[src/rtl/johnson_pkg.sv]
// johnson_pkg: shared Johnson code constants and decoder FSM states.
// Used by the counter, the code LUT and the decoder top.
package johnson_pkg;

    localparam logic [3:0] S0 = 4'b0000;
    localparam logic [3:0] S1 = 4'b0001;
    localparam logic [3:0] S2 = 4'b0011;
    localparam logic [3:0] S3 = 4'b0111;
    localparam logic [3:0] S4 = 4'b1111;
    localparam logic [3:0] S5 = 4'b1110;
    localparam logic [3:0] S6 = 4'b1100;
    localparam logic [3:0] S7 = 4'b1000;

    typedef enum logic [1:0] {
        HUNT   = 2'd0,
        ACQ    = 2'd1,
        LOCKED = 2'd2
    } state_t;

endpackage

[src/rtl/johnson_decoder_if.sv]
// johnson_decoder_if: code stream in, decode/lock/error results out.
// master = stream source/observer, slave = decoder.
interface johnson_decoder_if #(
    parameter int ERR_W = 8
);
    logic             in_valid;
    logic [3:0]       code;
    logic             err_clr;
    logic [2:0]       idx;
    logic             idx_valid;
    logic             locked;
    logic             illegal;
    logic             seq_err;
    logic             wrap;
    logic [ERR_W-1:0] err_count;

    modport master (
        output in_valid, code, err_clr,
        input  idx, idx_valid, locked, illegal,
        input  seq_err, wrap, err_count
    );

    modport slave (
        input  in_valid, code, err_clr,
        output idx, idx_valid, locked, illegal,
        output seq_err, wrap, err_count
    );
endinterface

[src/rtl/johnson_lut.sv]
// johnson_lut: combinational Johnson code -> index map with legality flag.
// Ports: code_i (4b code), idx_o (3b index), legal_o (code is one of 8).
module johnson_lut
    import johnson_pkg::*;
(
    input  logic [3:0] code_i,
    output logic [2:0] idx_o,
    output logic       legal_o
);
    always_comb begin
        idx_o   = 3'd0;
        legal_o = 1'b1;
        unique case (code_i)
            S0:      idx_o = 3'd0;
            S1:      idx_o = 3'd1;
            S2:      idx_o = 3'd2;
            S3:      idx_o = 3'd3;
            S4:      idx_o = 3'd4;
            S5:      idx_o = 3'd5;
            S6:      idx_o = 3'd6;
            S7:      idx_o = 3'd7;
            default: legal_o = 1'b0;
        endcase
    end
endmodule

[src/rtl/johnson_decoder.sv]
// johnson_decoder: decodes a Johnson code stream, tracks sequence lock.
// Ports: clk, rst (async active-low), bus (slave: stream + results).
module johnson_decoder
    import johnson_pkg::*;
#(
    parameter int LOCK_CNT = 3,
    parameter int ERR_W    = 8
) (
    input logic              clk,
    input logic              rst,
    johnson_decoder_if.slave bus
);
    state_t           state_q, state_d;
    logic [2:0]       exp_q, exp_d;
    logic [2:0]       run_q, run_d;
    logic [2:0]       idx_q, idx_d;
    logic             idv_q, idv_d;
    logic             lock_q, lock_d;
    logic             ill_q, ill_d;
    logic             seq_q, seq_d;
    logic             wrap_q, wrap_d;
    logic [ERR_W-1:0] err_q, err_d;

    logic [2:0] lut_idx;
    logic       lut_legal;
    logic       hit;
    logic [2:0] run_inc;
    logic       err_evt;

    johnson_lut u_lut (
        .code_i  (bus.code),
        .idx_o   (lut_idx),
        .legal_o (lut_legal)
    );

    assign hit     = (lut_idx == exp_q);
    assign run_inc = run_q + 3'd1;

    always_comb begin
        state_d = state_q;
        exp_d   = exp_q;
        run_d   = run_q;
        idx_d   = idx_q;
        idv_d   = 1'b0;
        ill_d   = 1'b0;
        seq_d   = 1'b0;
        wrap_d  = 1'b0;
        if (bus.in_valid) begin
            if (!lut_legal) begin
                ill_d   = 1'b1;
                state_d = HUNT;
                run_d   = 3'd0;
            end else begin
                idx_d = lut_idx;
                idv_d = 1'b1;
                exp_d = lut_idx + 3'd1;
                unique case (state_q)
                    HUNT: begin
                        state_d = ACQ;
                        run_d   = 3'd0;
                    end
                    ACQ: begin
                        if (hit) begin
                            run_d = run_inc;
                            if (run_inc == 3'(LOCK_CNT))
                                state_d = LOCKED;
                        end else begin
                            run_d = 3'd0;
                        end
                    end
                    LOCKED: begin
                        if (hit) begin
                            // a correct successor of index 0 means 7 -> 0
                            wrap_d = (lut_idx == 3'd0);
                        end else begin
                            seq_d   = 1'b1;
                            state_d = ACQ;
                            run_d   = 3'd0;
                        end
                    end
                    default: begin
                        state_d = HUNT;
                        run_d   = 3'd0;
                    end
                endcase
            end
        end
    end

    assign lock_d  = (state_d == LOCKED);
    assign err_evt = ill_d | seq_d;

    // clear wins, but an event in the same cycle is still counted
    always_comb begin
        err_d = err_q;
        if (bus.err_clr)
            err_d = {{(ERR_W-1){1'b0}}, err_evt};
        else if (err_evt && !(&err_q))
            err_d = err_q + ERR_W'(1);
    end

    always_ff @(posedge clk or negedge rst) begin
        if (!rst) begin
            state_q <= HUNT;
            exp_q   <= 3'd0;
            run_q   <= 3'd0;
            idx_q   <= 3'd0;
            idv_q   <= 1'b0;
            lock_q  <= 1'b0;
            ill_q   <= 1'b0;
            seq_q   <= 1'b0;
            wrap_q  <= 1'b0;
            err_q   <= '0;
        end else begin
            state_q <= state_d;
            exp_q   <= exp_d;
            run_q   <= run_d;
            idx_q   <= idx_d;
            idv_q   <= idv_d;
            lock_q  <= lock_d;
            ill_q   <= ill_d;
            seq_q   <= seq_d;
            wrap_q  <= wrap_d;
            err_q   <= err_d;
        end
    end

    assign bus.idx       = idx_q;
    assign bus.idx_valid = idv_q;
    assign bus.locked    = lock_q;
    assign bus.illegal   = ill_q;
    assign bus.seq_err   = seq_q;
    assign bus.wrap      = wrap_q;
    assign bus.err_count = err_q;
endmodule
[src/flat_wrapper.sv]
// flat-port wrapper written by rule: the top's interface ports become plain ports
module johnson_decoder_flat import johnson_pkg::*;
#(
    parameter int LOCK_CNT = 3,
    parameter int ERR_W    = 8
)
  (clk, rst, bus_in_valid, bus_code, bus_err_clr, bus_idx, bus_idx_valid, bus_locked, bus_illegal, bus_seq_err, bus_wrap, bus_err_count);
  johnson_decoder_if #(.ERR_W(ERR_W)) bus_i ();
  input logic clk;
  input logic rst;
  input wire logic [$bits(bus_i.in_valid)-1:0] bus_in_valid;
  input wire logic [$bits(bus_i.code)-1:0] bus_code;
  input wire logic [$bits(bus_i.err_clr)-1:0] bus_err_clr;
  output wire logic [$bits(bus_i.idx)-1:0] bus_idx;
  output wire logic [$bits(bus_i.idx_valid)-1:0] bus_idx_valid;
  output wire logic [$bits(bus_i.locked)-1:0] bus_locked;
  output wire logic [$bits(bus_i.illegal)-1:0] bus_illegal;
  output wire logic [$bits(bus_i.seq_err)-1:0] bus_seq_err;
  output wire logic [$bits(bus_i.wrap)-1:0] bus_wrap;
  output wire logic [$bits(bus_i.err_count)-1:0] bus_err_count;
  assign bus_i.in_valid = bus_in_valid;
  assign bus_i.code = bus_code;
  assign bus_i.err_clr = bus_err_clr;
  assign bus_idx = bus_i.idx;
  assign bus_idx_valid = bus_i.idx_valid;
  assign bus_locked = bus_i.locked;
  assign bus_illegal = bus_i.illegal;
  assign bus_seq_err = bus_i.seq_err;
  assign bus_wrap = bus_i.wrap;
  assign bus_err_count = bus_i.err_count;
  johnson_decoder #(.LOCK_CNT(LOCK_CNT), .ERR_W(ERR_W)) u_core (.clk(clk), .rst(rst), .bus(bus_i));
endmodule
[config.mk]
export PLATFORM = sky130hd
export DESIGN_NAME = johnson_decoder_flat
export DESIGN_NICKNAME = d
export VERILOG_FILES = /design/src/rtl/johnson_pkg.sv /design/src/rtl/johnson_decoder_if.sv /design/src/rtl/johnson_lut.sv /design/src/rtl/johnson_decoder.sv /design/src/flat_wrapper.sv
export SDC_FILE = /design/constraint.sdc
export NUM_CORES = 1
export LEC_CHECK = 0
export CORE_MARGIN = 8
export CORE_UTILIZATION = 57
export CTS_CLUSTER_SIZE = 16
export DETAILED_ROUTE_END_ITERATION = 8
export PLACE_DENSITY = 0.84
export SYNTH_ARGS = -nofsm -noshare
export SYNTH_HDL_FRONTEND = slang
export SYNTH_SLANG_ARGS = --single-unit
[constraint.sdc]
create_clock -name clk -period 3.4 [get_ports clk]
set_input_delay 0.34 -clock clk [delete_from_list [all_inputs] [get_ports clk]]
set_output_delay 0.34 -clock clk [all_outputs]
set_load 0.05 [all_outputs]
Word level (Yosys, flattened, before mapping)
Cells that the tools add are included.
{ "classes": {"n_eq_ne": 13, "n_mux": 26, "bitwise": 1, "reduce_logical": 10, "add_sub_neg": 3} }
{ "op_table": {"columns": ["cell", "n"], "rows": [
  ["3-bit case mux with 7 select lines", 1],
  ["4-bit equality test, second input constant", 4],
  ["8-bit two-way mux", 2],
  ["1-bit two-way mux", 13],
  ["2-bit two-way mux", 5],
  ["3-bit two-way mux", 3],
  ["8-bit by 1-bit adder with 8-bit output, second input constant", 1],
  ["8-bit AND reduction", 1],
  ["8-bit OR reduction", 1],
  ["3-bit by 1-bit adder with 3-bit output, second input constant", 2],
  ["2-bit case mux with 3 select lines", 1],
  ["3-bit case mux with 2 select lines", 1],
  ["2-bit equality test, second input constant", 2],
  ["4-bit by 1-bit equality test with 1-bit output, second input constant", 1],
  ["4-bit by 2-bit equality test with 1-bit output, second input constant", 1],
  ["4-bit by 3-bit equality test with 1-bit output, second input constant", 1],
  ["4-bit logical NOT", 1],
  ["2-bit AND reduction", 2],
  ["3-bit by 2-bit equality test with 1-bit output, second input constant", 1],
  ["3-bit equality test", 1],
  ["3-bit logical NOT", 1],
  ["3-bit inequality test, second input constant", 1],
  ["2-bit by 1-bit equality test with 1-bit output, second input constant", 1],
  ["2-bit logical NOT", 1],
  ["other kinds (4)", 4]
]} }
{ "totals": {"elab_cells": 63, "reg_bits": 24, "in_bits": 8, "output_inout_bits": 16} }

Longest topological paths before layout
{ "logic_depth": {"depth_word": 11, "depth_mapped": 8, "depth_no_buf": 7} }

By module
Synthesis repeated with hierarchy kept, for this count alone.
{ "unflattened": {"cells_unflattened": 139, "area_unflattened_um2": 1437.6} }
{ "modules_own_cells": {"columns": ["module", "area_per_inst_um2", "cells_each", "seq_area_each_um2", "instances"], "rows": [
  ["johnson_decoder", 1351.3, 128, 600.6, 1],
  ["johnson_lut", 86.3, 11, 0.0, 1]
]} }

Worst setup path before layout
Ideal clock, no wire load.
{ "synth_timing": {"path_type": "input to register", "start": "input port bus_code[2]", "end": "register u_core.err_q[7], in the netlist u_core.bus.err_count[7]", "arrival_ns": 1.920, "required_time_ns": 3.272, "cell_stages": 8, "setup_ns": 0.128, "slack_ns": 1.353, "path_buffers": 2, "path_cell_list": "buf_6 > xor2_1 > a2bb2oi_1 > a32oi_2 > and2_4 > buf_6 > a2111oi_4 > mux2_1"} }
{ "synth_between": {"elab_chain_len": 10, "word_cells_on_any_way": 21, "classes_between": "eq/ne: 8; mux: 8; bitwise: 1; reduce/logical: 4"} }
{ "synth_rtl": {"columns": ["item", "line_no", "rtl"], "rows": [
  ["start, declared", "flat_wrapper.sv:12", "input wire logic [$bits(bus_i.code)-1:0] bus_code;"],
  ["4-bit equality test, or another cell as far along", "johnson_lut.sv:13", "unique case (code_i)"],
  ["3-bit case mux with 7 select lines", "johnson_lut.sv:13", null],
  ["3-bit equality test", "johnson_decoder.sv:36", "assign hit = (lut_idx == exp_q);"],
  ["1-bit two-way mux", "johnson_decoder.sv:72", "if (hit) begin"],
  ["1-bit two-way mux", "johnson_decoder.sv:57", "unique case (state_q)"],
  ["1-bit two-way mux", "johnson_decoder.sv:49", "if (!lut_legal) begin"],
  ["1-bit two-way mux", "johnson_decoder.sv:48", "if (bus.in_valid) begin"],
  ["1-bit bitwise OR (*)", "johnson_decoder.sv:91", "assign err_evt = ill_d | seq_d;"],
  ["1-bit logical AND (*)", "johnson_decoder.sv:98", "else if (err_evt && !(&err_q))"],
  ["2-bit nonzero test (no source line) (*)", null, null],
  ["end signal, assigned", "johnson_decoder.sv:124", "err_q <= err_d;"],
  ["end, declared", "johnson_decoder.sv:22", "logic [ERR_W-1:0] err_q, err_d;"]
]} }
Mark *: on every way between the ends. The rest lies on a longest branch, timed or not.
A chain may end at the register's enable or synchronous reset.

Final worst setup path
{ "layout_timing": {"start": "input port bus_code[3]", "end": "register u_core.err_q[7], in the netlist u_core.bus.err_count[7]"} }
Same word-level chain as after synthesis.

==> impl_results.md <==
- Outcome: complete, no violations
- Clk slew on worst S/H paths: approximately 0.14 ns
- F_max: 408.4 MHz
- Cts hold-fix bufs: 0
- Design Area, Final: 1810 µm²
- CTS tree: done
- Initial Util: 0.5757
- Width of the die: between 60 and 70 µm
- Ys async rst share: 1.000
- Yosys reg bits: 24
- Final non-filler cell total: about 210
- DP Cell Count: 210
- Syn Nets: approximately 180
- Iteration-0 DRC Markers: 59
- RSZ-0062 raised after global routing: false
- Share of layout cells above drive strength 1: 0.08743
- I/O Buffers: 23
- Commonest non-fill, non-tap cells in the layout: 24 x dfrtp_1, 23 x clkdlybuf4s50_1, 13 x nor2_1
- Area Overhead vs Synth: 18.12%
- Final core utilization: 0.6800
- Worst-margin pin slew: 1.078 ns
- # nets final: just under 200
- Wire per inst: 15.43 µm
- H-tree levels: 1
- Post-cts sizing count: 0
- Hold Path Cell Cnt: 2
- R2R depth: 6
- Placed Area: around 1800 µm²
- First drt pass iteration count: 4
- Final HPWL DP: approximately 2400 µm
- Antenna-violating nets left: 0
- GR Overflow Total: 0
- Max cap viols: 0
- Hold Crit Start: u_core.bus.idx[0]
- Pins over their slew limit: 0
- Fillers: 219
- DRT Wirelength: about 3300 µm
- Final period utilization: 0.7201
- # diodes: 0
- Post-synth EDFFs: 0
- Num CTS Buffers: 3
- Core Region: ~2700 µm²
- Synth Warn #: 0
- CP Max Fanout: 15
- Leakage power total: 0.7511 nW
- Die Height: just under 70 µm
- Critical path type: in2reg
- Via density per instance: 5.818
- Fin Setup TNS: 0 ns
- Cells after synthesis: 162
- Setup Buffers After CTS: 0
- Global-route wire length before repair: approximately 5500 µm
- Data arrival time of the critical path: approximately 2.7 ns
- Clock tree buffer depth: 2
- Worst skew pair latency: 0.32 ns
- Data required, critical path: 3.62 ns
- Final Hold Vio Count: 0
- IO Pins: 24
- Critical Path Source Type: input port
- Mean Syn Cell Area: 9.461 µm²
- Final setup vio count: 0
- Slew Limit Headroom: 0.2794
- All-Layer GR Usage: 0.1508
- Main synth FF type: dfrtp_1
- Fin crit period: approximately 2.4 ns
- Critical R2R Launch: u_core.exp_q[0]
- # rows: 19
- Root buffer cell: clkbuf_4
- Initial antenna violation count: 0
- Die area: about 4600 µm²
- Via count: ~1200
- Pwr dens: 403.2 nW/µm²
- Largest net degree at the start of global routing: 25
- # DRC: 0
- Leading cell type in the layout, fill and taps excluded: dfrtp_1
- Peak VDD IR: roughly 430 µV
- Mapped Area: about 1500 µm²
- Clock Sink Count: 24
- Critical Path End Type: flop
- Min-Delay Path Class: reg2reg
- Yosys cell types: 49
- Pwr Total: approximately 0.00073 W
- Critical Path Start: bus_code[3]
- Sequential element share of the synthesized area: 0.3918
- Vias in the first global route: 1271
- Fin Clk Skew: ~0.0030 ns
- Placer congestion estimate: 0.7742
==> kinds of logic (layout without fill, tap and decap cells) <==
kind of cell / count (synthesis) / in the layout / synth area share
AOI/OAI and AO/OA: 39 / 39 / 0.1984
xor gates and xnor gates: 4 / 4 / 0.02286
adders and majority gates: 5 / 5 / 0.04082
buffers and inverters: 19 / 40 / 0.06040
DFF: 24 / 24 / 0.3918
muxes: 10 / 10 / 0.08000
and+or+nand+nor: 61 / 61 / 0.2057
==> critical path: stages <==
cell and delay, ns:
clkdlybuf4s50_1 0.80, nand3b_1 0.19, a2bb2oi_1 0.21, a32oi_2 0.21
and2_4 0.26, a2111oi_4 0.31, mux2_1 0.35
==> where the power goes <==
group / internal (W) / switching (W) / total [W]
logic: 0.0000703 / 0.000121 / 0.000191
registers: 0.000305 / 0.0000231 / 0.000328
clock network: 0.000119 / 0.0000914 / 0.000211
==> stage by stage <==
step / hold WS, ns / setup slack (ns)
after floorplan: 0.04441 / 1.353
after global placement: 0.4625 / 0.7242
after detailed placement: 0.4768 / 0.6178
after CTS: 0.5087 / 0.9537
after global routing: 0.5290 / 0.8333
final: 0.5076 / 0.9516
==> state kept, by name, indices dropped and copies added, names as in the netlist <==
signal / flops
u_core.state_q: 2
u_core.bus.err_count: 8
u_core.bus.idx_valid: 1
u_core.bus.wrap: 1
u_core.bus.locked: 1
u_core.bus.idx: 3
u_core.run_q: 3
u_core.bus.seq_err: 1
u_core.bus.illegal: 1
u_core.exp_q: 3
==> cells in the mapped netlist, types with 3 or more instances <==
cell type   n  area, µm²
a21oi_1     5      25.02
a31oi_1     4      25.02
dfrtp_1    24      600.6
ha_1        5      62.56
inv_1      12      45.04
mux2_1      3      33.78
mux2i_1     4      40.04
nand2_1    12      45.04
nand3_1     8      40.04
nand4_1     3      18.77
nor2_1     13      48.80
nor2b_1     8      50.05
nor3_1      3      15.01
o21ai_0    12      60.06
xor2_1      3      26.28
==> layer usage <==
metal / global-route usage / up-vias / part of all wire
met1: 0.1801 / 599 / 0.45
li1: - / 621 / -
met2: 0.2639 / 20 / 0.48
met4: 0.04859 / 0 / 0.012
met3: 0.03273 / 5 / 0.050
met5: 0 / - / 0
==> cell type report <==
class | count | area [µm²] | share of cell area
flip-flops and latches | 24 | 600.6 | 0.3317
clock buffers | 3 | 22.52 | 0.01244
inverters | 13 | 48.80 | 0.02695
well taps | 31 | 38.79 | 0.02142
repair buffers | 23 | 230.2 | 0.1272
multi-input cells | 119 | 839.6 | 0.4637
clock inverters | 1 | 30.03 | 0.01659
==> worst paths after layout <==
check,endpoint,slack (ns)
max,u_core.bus.err_count[7],0.95
max reg2reg,u_core.bus.err_count[7],1.23
max in group asynchronous,u_core.bus.err_count[1],2.18
min,u_core.bus.idx[0],0.51
min reg2reg,u_core.bus.idx[0],0.51
min in group asynchronous,u_core.bus.wrap,0.58
Power figures use the tool's default switching activity.
